===== src/rtl/sw2led2.sv =====
// Switch-to-LED path: 2-flop synchronizer, per-bit debounce counter, registered LEDs and change pulses.
// Latency 2 + max(DEBOUNCE_CYCLES,1) edges from a stable switch change; no backpressure (free-running).
module sw2led2 #(
  parameter int WIDTH           = 8,
  parameter int DEBOUNCE_CYCLES = 4
) (
  input  logic             clk,
  input  logic             rst,
  input  logic [WIDTH-1:0] sw,
  output logic [WIDTH-1:0] ld,
  output logic [WIDTH-1:0] chg
);

  logic [WIDTH-1:0] r_sync1;
  logic [WIDTH-1:0] r_sync2;
  logic [WIDTH-1:0] r_ld;
  logic [WIDTH-1:0] r_chg;

  always_ff @(posedge clk or posedge rst) begin
    if (rst) begin
      r_sync1 <= '0;
      r_sync2 <= '0;
    end else begin
      r_sync1 <= sw;
      r_sync2 <= r_sync1;
    end
  end

  generate
    if (DEBOUNCE_CYCLES == 0) begin : g_bypass
      always_ff @(posedge clk or posedge rst) begin
        if (rst) begin
          r_ld  <= '0;
          r_chg <= '0;
        end else begin
          r_ld  <= r_sync2;
          r_chg <= r_sync2 ^ r_ld;
        end
      end
    end else begin : g_debounce
      localparam int CW = $clog2(DEBOUNCE_CYCLES + 1);
      localparam logic [CW-1:0] LAST = CW'(DEBOUNCE_CYCLES - 1);

      logic [CW-1:0] r_cnt [WIDTH];

      // Counter i holds how many consecutive edges sync2[i] has disagreed with ld[i].
      always_ff @(posedge clk or posedge rst) begin
        if (rst) begin
          for (int i = 0; i < WIDTH; i++) r_cnt[i] <= '0;
          r_ld  <= '0;
          r_chg <= '0;
        end else begin
          for (int i = 0; i < WIDTH; i++) begin
            r_chg[i] <= 1'b0;
            if (r_sync2[i] == r_ld[i]) begin
              r_cnt[i] <= '0;
            end else if (r_cnt[i] == LAST) begin
              r_ld[i]  <= r_sync2[i];
              r_chg[i] <= 1'b1;
              r_cnt[i] <= '0;
            end else begin
              r_cnt[i] <= r_cnt[i] + CW'(1);
            end
          end
        end
      end
    end
  endgenerate

  assign ld  = r_ld;
  assign chg = r_chg;

endmodule


===== config.mk =====
export PLATFORM = sky130hd
export DESIGN_NAME = sw2led2
export DESIGN_NICKNAME = d
export VERILOG_FILES = /design/src/rtl/sw2led2.sv
export SDC_FILE = /design/constraint.sdc
export NUM_CORES = 1
export LEC_CHECK = 0
export ABC_AREA = 0
export BUFFER_PORTS_ARGS = -buffer_cell sky130_fd_sc_hd__buf_2
export CELL_PAD_IN_SITES_DETAIL_PLACEMENT = 1
export CELL_PAD_IN_SITES_GLOBAL_PLACEMENT = 2
export CORE_UTILIZATION = 38
export CTS_BUF_LIST = sky130_fd_sc_hd__clkbuf_4 sky130_fd_sc_hd__clkbuf_8 sky130_fd_sc_hd__clkbuf_16
export DETAILED_ROUTE_END_ITERATION = 10
export PLACE_DENSITY_LB_ADDON = 0.1
export REMOVE_ABC_BUFFERS = 1
export SLEW_MARGIN = 20
export SYNTH_ARGS = -nofsm -noshare
export SYNTH_HDL_FRONTEND = slang
export SYNTH_SLANG_ARGS = --single-unit

===== constraint.sdc =====
create_clock -name clk -period 1.8 [get_ports clk]
set_input_delay 0.09 -clock clk [delete_from_list [all_inputs] [get_ports clk]]
set_output_delay 0.09 -clock clk [all_outputs]
set_load 0.1 [all_outputs]

==> impl_metrics.sql <==
INSERT INTO impl_metrics (metric_group, metric, value, unit) VALUES
('outcome', 'outcome', 'completed', ''),
('grt', 'globalRoute.busiestLayer', 'met2', ''),
('power', 'ir_drop', '862', 'µV'),
('layout', 'finalNetCount', '182', ''),
('power', 'power.density', '1670', 'nW/µm²'),
('setup_path', 'critPathCaptureType', 'output port', ''),
('logic_synthesis', 'postSynth.topFlopCell', 'sky130_fd_sc_hd__dfrtp_1', ''),
('clocking', 'cts_setup_buffers', '0', ''),
('sta', 'final_period_minus_worst_setup_slack', '1240', 'ps'),
('sta', 'finalHoldViolCount', '0', ''),
('layout', 'multiInputGateArea', '577', 'µm²'),
('grt', 'grt_overflow_total', '0', ''),
('layout', 'drive_above_1_share', '0.311', ''),
('clocking', 'clk_pin_slew_worst_paths', '90', 'ps'),
('setup_path', 'reg2reg_to', 'ld[6]', ''),
('logic_synthesis', 'netlist_top_cells_area', 'sky130_fd_sc_hd__dfrtp_1 (71%), sky130_fd_sc_hd__nor2b_4 (5.6%), sky130_fd_sc_hd__ha_1 (5.1%), sky130_fd_sc_hd__nor3b_1 (4.9%), sky130_fd_sc_hd__mux2_2 (4.5%)', ''),
('layout', 'final.fill_count', '500', ''),
('sta', 'setup_viol', '0', ''),
('logic_synthesis', 'post_synth_fa_ha_maj_area_fraction', '0.0505', ''),
('placed_design', 'placement.setup.worst_slack', '632', 'ps'),
('clocking', 'clock_tree.root_cell', 'sky130_fd_sc_hd__clkbuf_8', ''),
('logic_synthesis', 'ys_top_cells_by_count', 'sky130_fd_sc_hd__dfrtp_1 (56), sky130_fd_sc_hd__nor3b_1 (13), sky130_fd_sc_hd__nor2b_1 (11)', ''),
('placed_design', 'post-dp-hpwl', '2.06', 'mm'),
('setup_path', 'crit_chain', 'buf_2', ''),
('setup_path', 'crit_path_max_incr_delay', '450', 'ps'),
('route', 'drt_pre_antenna_iters', '2', ''),
('die', 'die-width', '74.2', 'µm'),
('setup_path', 'worst_ep_required_time', '1710', 'ps'),
('grt', 'grt_use_met2', '0.211', ''),
('sta', 'report.final.slew_viol_count', '0', ''),
('layout', 'antenna-diode-count', '0', ''),
('grt', 'first_pass_grt_wire_length', '4.91', 'mm'),
('logic_synthesis', 'main_combinational_cell_family_by_area_after_synthesis', 'simple AND/OR/NAND/NOR gates', ''),
('sta', 'worst_slew_margin_rel', '0.677', ''),
('logic_synthesis', 'ys_ff_latch', '56', ''),
('sta', 'worst_tran_pin_value', '484', 'ps'),
('logic_synthesis', 'simple_gate_share_of_the_synthesized_area', '0.160', ''),
('logic_synthesis', 'netlist.area_leader.share', '0.707', ''),
('logic_synthesis', 'post-synth-top-count-cell', 'sky130_fd_sc_hd__dfrtp_1', ''),
('grt', 'grt_usage', '0.122', ''),
('setup_path', 'reg2reg_from', 'g_debounce.r_cnt[3]', ''),
('grt', 'grt_antenna_before_repair', '0', ''),
('logic_synthesis', 'syn_inst', '121', ''),
('logic_synthesis', 'post_synth_num_cell_types', '9', ''),
('logic_synthesis', 'synth_compound_area_frac', '0', ''),
('sta', 'hold_slack', '348', 'ps'),
('logic_synthesis', 'synthesis.area_per_instance', '16.4', 'µm²'),
('setup_path', 'worstRegToRegCells', '3', ''),
('die', 'floorplan.io_pins', '26', ''),
('sta', 'post-route-period-util', '0.689', ''),
('sta', 'rsz0062_at_grt', 'no', ''),
('logic_synthesis', 'yosys-mux-area-fraction', '0.0455', ''),
('setup_path', 'reg2reg_slack', '620', 'ps'),
('clocking', 'cts_sinks', '56', ''),
('grt', 'first_global_vias', '1147', ''),
('route', 'drt_drc', '0', ''),
('die', 'fp.dieH', '74.2', 'µm'),
('power', 'power.static_leakage', '1.14', 'nW'),
('layout', 'area_growth_syn_to_layout', '21.3', '%'),
('logic_synthesis', 'seq_area_frac_synth', '0.707', ''),
('layout', 'seqCellArea', '1400', 'µm²'),
('hold_path', 'hp-class', 'input port to asynchronous set/reset pin', ''),
('sta', 'maximum_frequency_from_static_timing_analysis', '807', 'MHz'),
('logic_synthesis', 'synth-edff-count', '0', ''),
('grt', 'grt_met3_use', '0.0366', ''),
('route', 'vias', '1049', ''),
('setup_path', 'timing.critical_path.max_delay_family', 'buffers and inverters', ''),
('die', 'floorplan.rows', '25', ''),
('setup_path', 'worst_ep_arrival_time', '1150', 'ps'),
('logic_synthesis', 'post-synth-top-area-cell', 'sky130_fd_sc_hd__dfrtp_1', ''),
('die', 'core_area', '4880', 'µm²');
timing repair:
item | in CTS | in global routing
endpoints found under the hold margin | 29 | 0
endpoints found under the setup margin | 0 | 0
hold buffers | 9 | 0
worst max-delay path by stage:
stage / startpoint / end / depth (start not counted)
after floorplan: ld[4] / g_debounce.r_cnt[10] / 2
after global placement: g_debounce.r_cnt[6] / ld[5] / 3
after detailed placement: g_debounce.r_cnt[3] / ld[6] / 3
after CTS: ld[5] / ld[5] / 1
after global routing: ld[5] / ld[5] / 1
final: ld[5] / ld[5] / 1
metal layers:
layer,vias to the layer above,wire length [µm]
met5,-,0
met4,0,65
met3,7,119
met2,21,1470
met1,531,1160
li1,490,-
state kept, by name, summed over array words and instances (netlist names):
| register | flops |
|---|---|
| r_sync2 | 8 |
| r_sync1 | 8 |
| ld | 8 |
| g_debounce.r_cnt | 24 |
| chg | 8 |
placed cells by master, fill, tap and decap left out:
cell type	netlist	routed
sky130_fd_sc_hd__xnor2_1	8	8
sky130_fd_sc_hd__nor2b_4	8	8
sky130_fd_sc_hd__clkbuf_8	0	7
sky130_fd_sc_hd__nor3b_1	13	13
sky130_fd_sc_hd__ha_1	8	8
sky130_fd_sc_hd__dfrtp_1	56	56
sky130_fd_sc_hd__inv_2	0	1
sky130_fd_sc_hd__nor2b_1	11	11
sky130_fd_sc_hd__buf_2	0	25
sky130_fd_sc_hd__buf_4	0	1
sky130_fd_sc_hd__dlygate4sd3_1	0	9
sky130_fd_sc_hd__mux2_2	8	8
sky130_fd_sc_hd__nor3_1	8	8
sky130_fd_sc_hd__buf_12	0	1
area by class of cell:
class,count,share of cell area
Tap cell,67,0.0349
Clock buffer,7,0.0401
Timing Repair Buffer,36,0.101
Multi-Input combinational cell,64,0.240
Inverter,1,0.00156
Sequential cell,56,0.583
logic make-up after synthesis:
| logic type | Yosys count |
|---|---|
| DFF | 56 |
| adders and majority gates | 8 |
| muxes | 8 |
| and+or+nand+nor | 40 |
| xor gates and xnor gates | 8 |
| buffers and inverters | 1 |
power by group:
| part | switching [mW] | internal, mW |
|---|---|---|
| sequential | 0.165 | 1.53 |
| combinational | 1.17 | 0.448 |
| clock | 0.367 | 0.343 |
No activity file was read; power rests on OpenSTA's default activity.
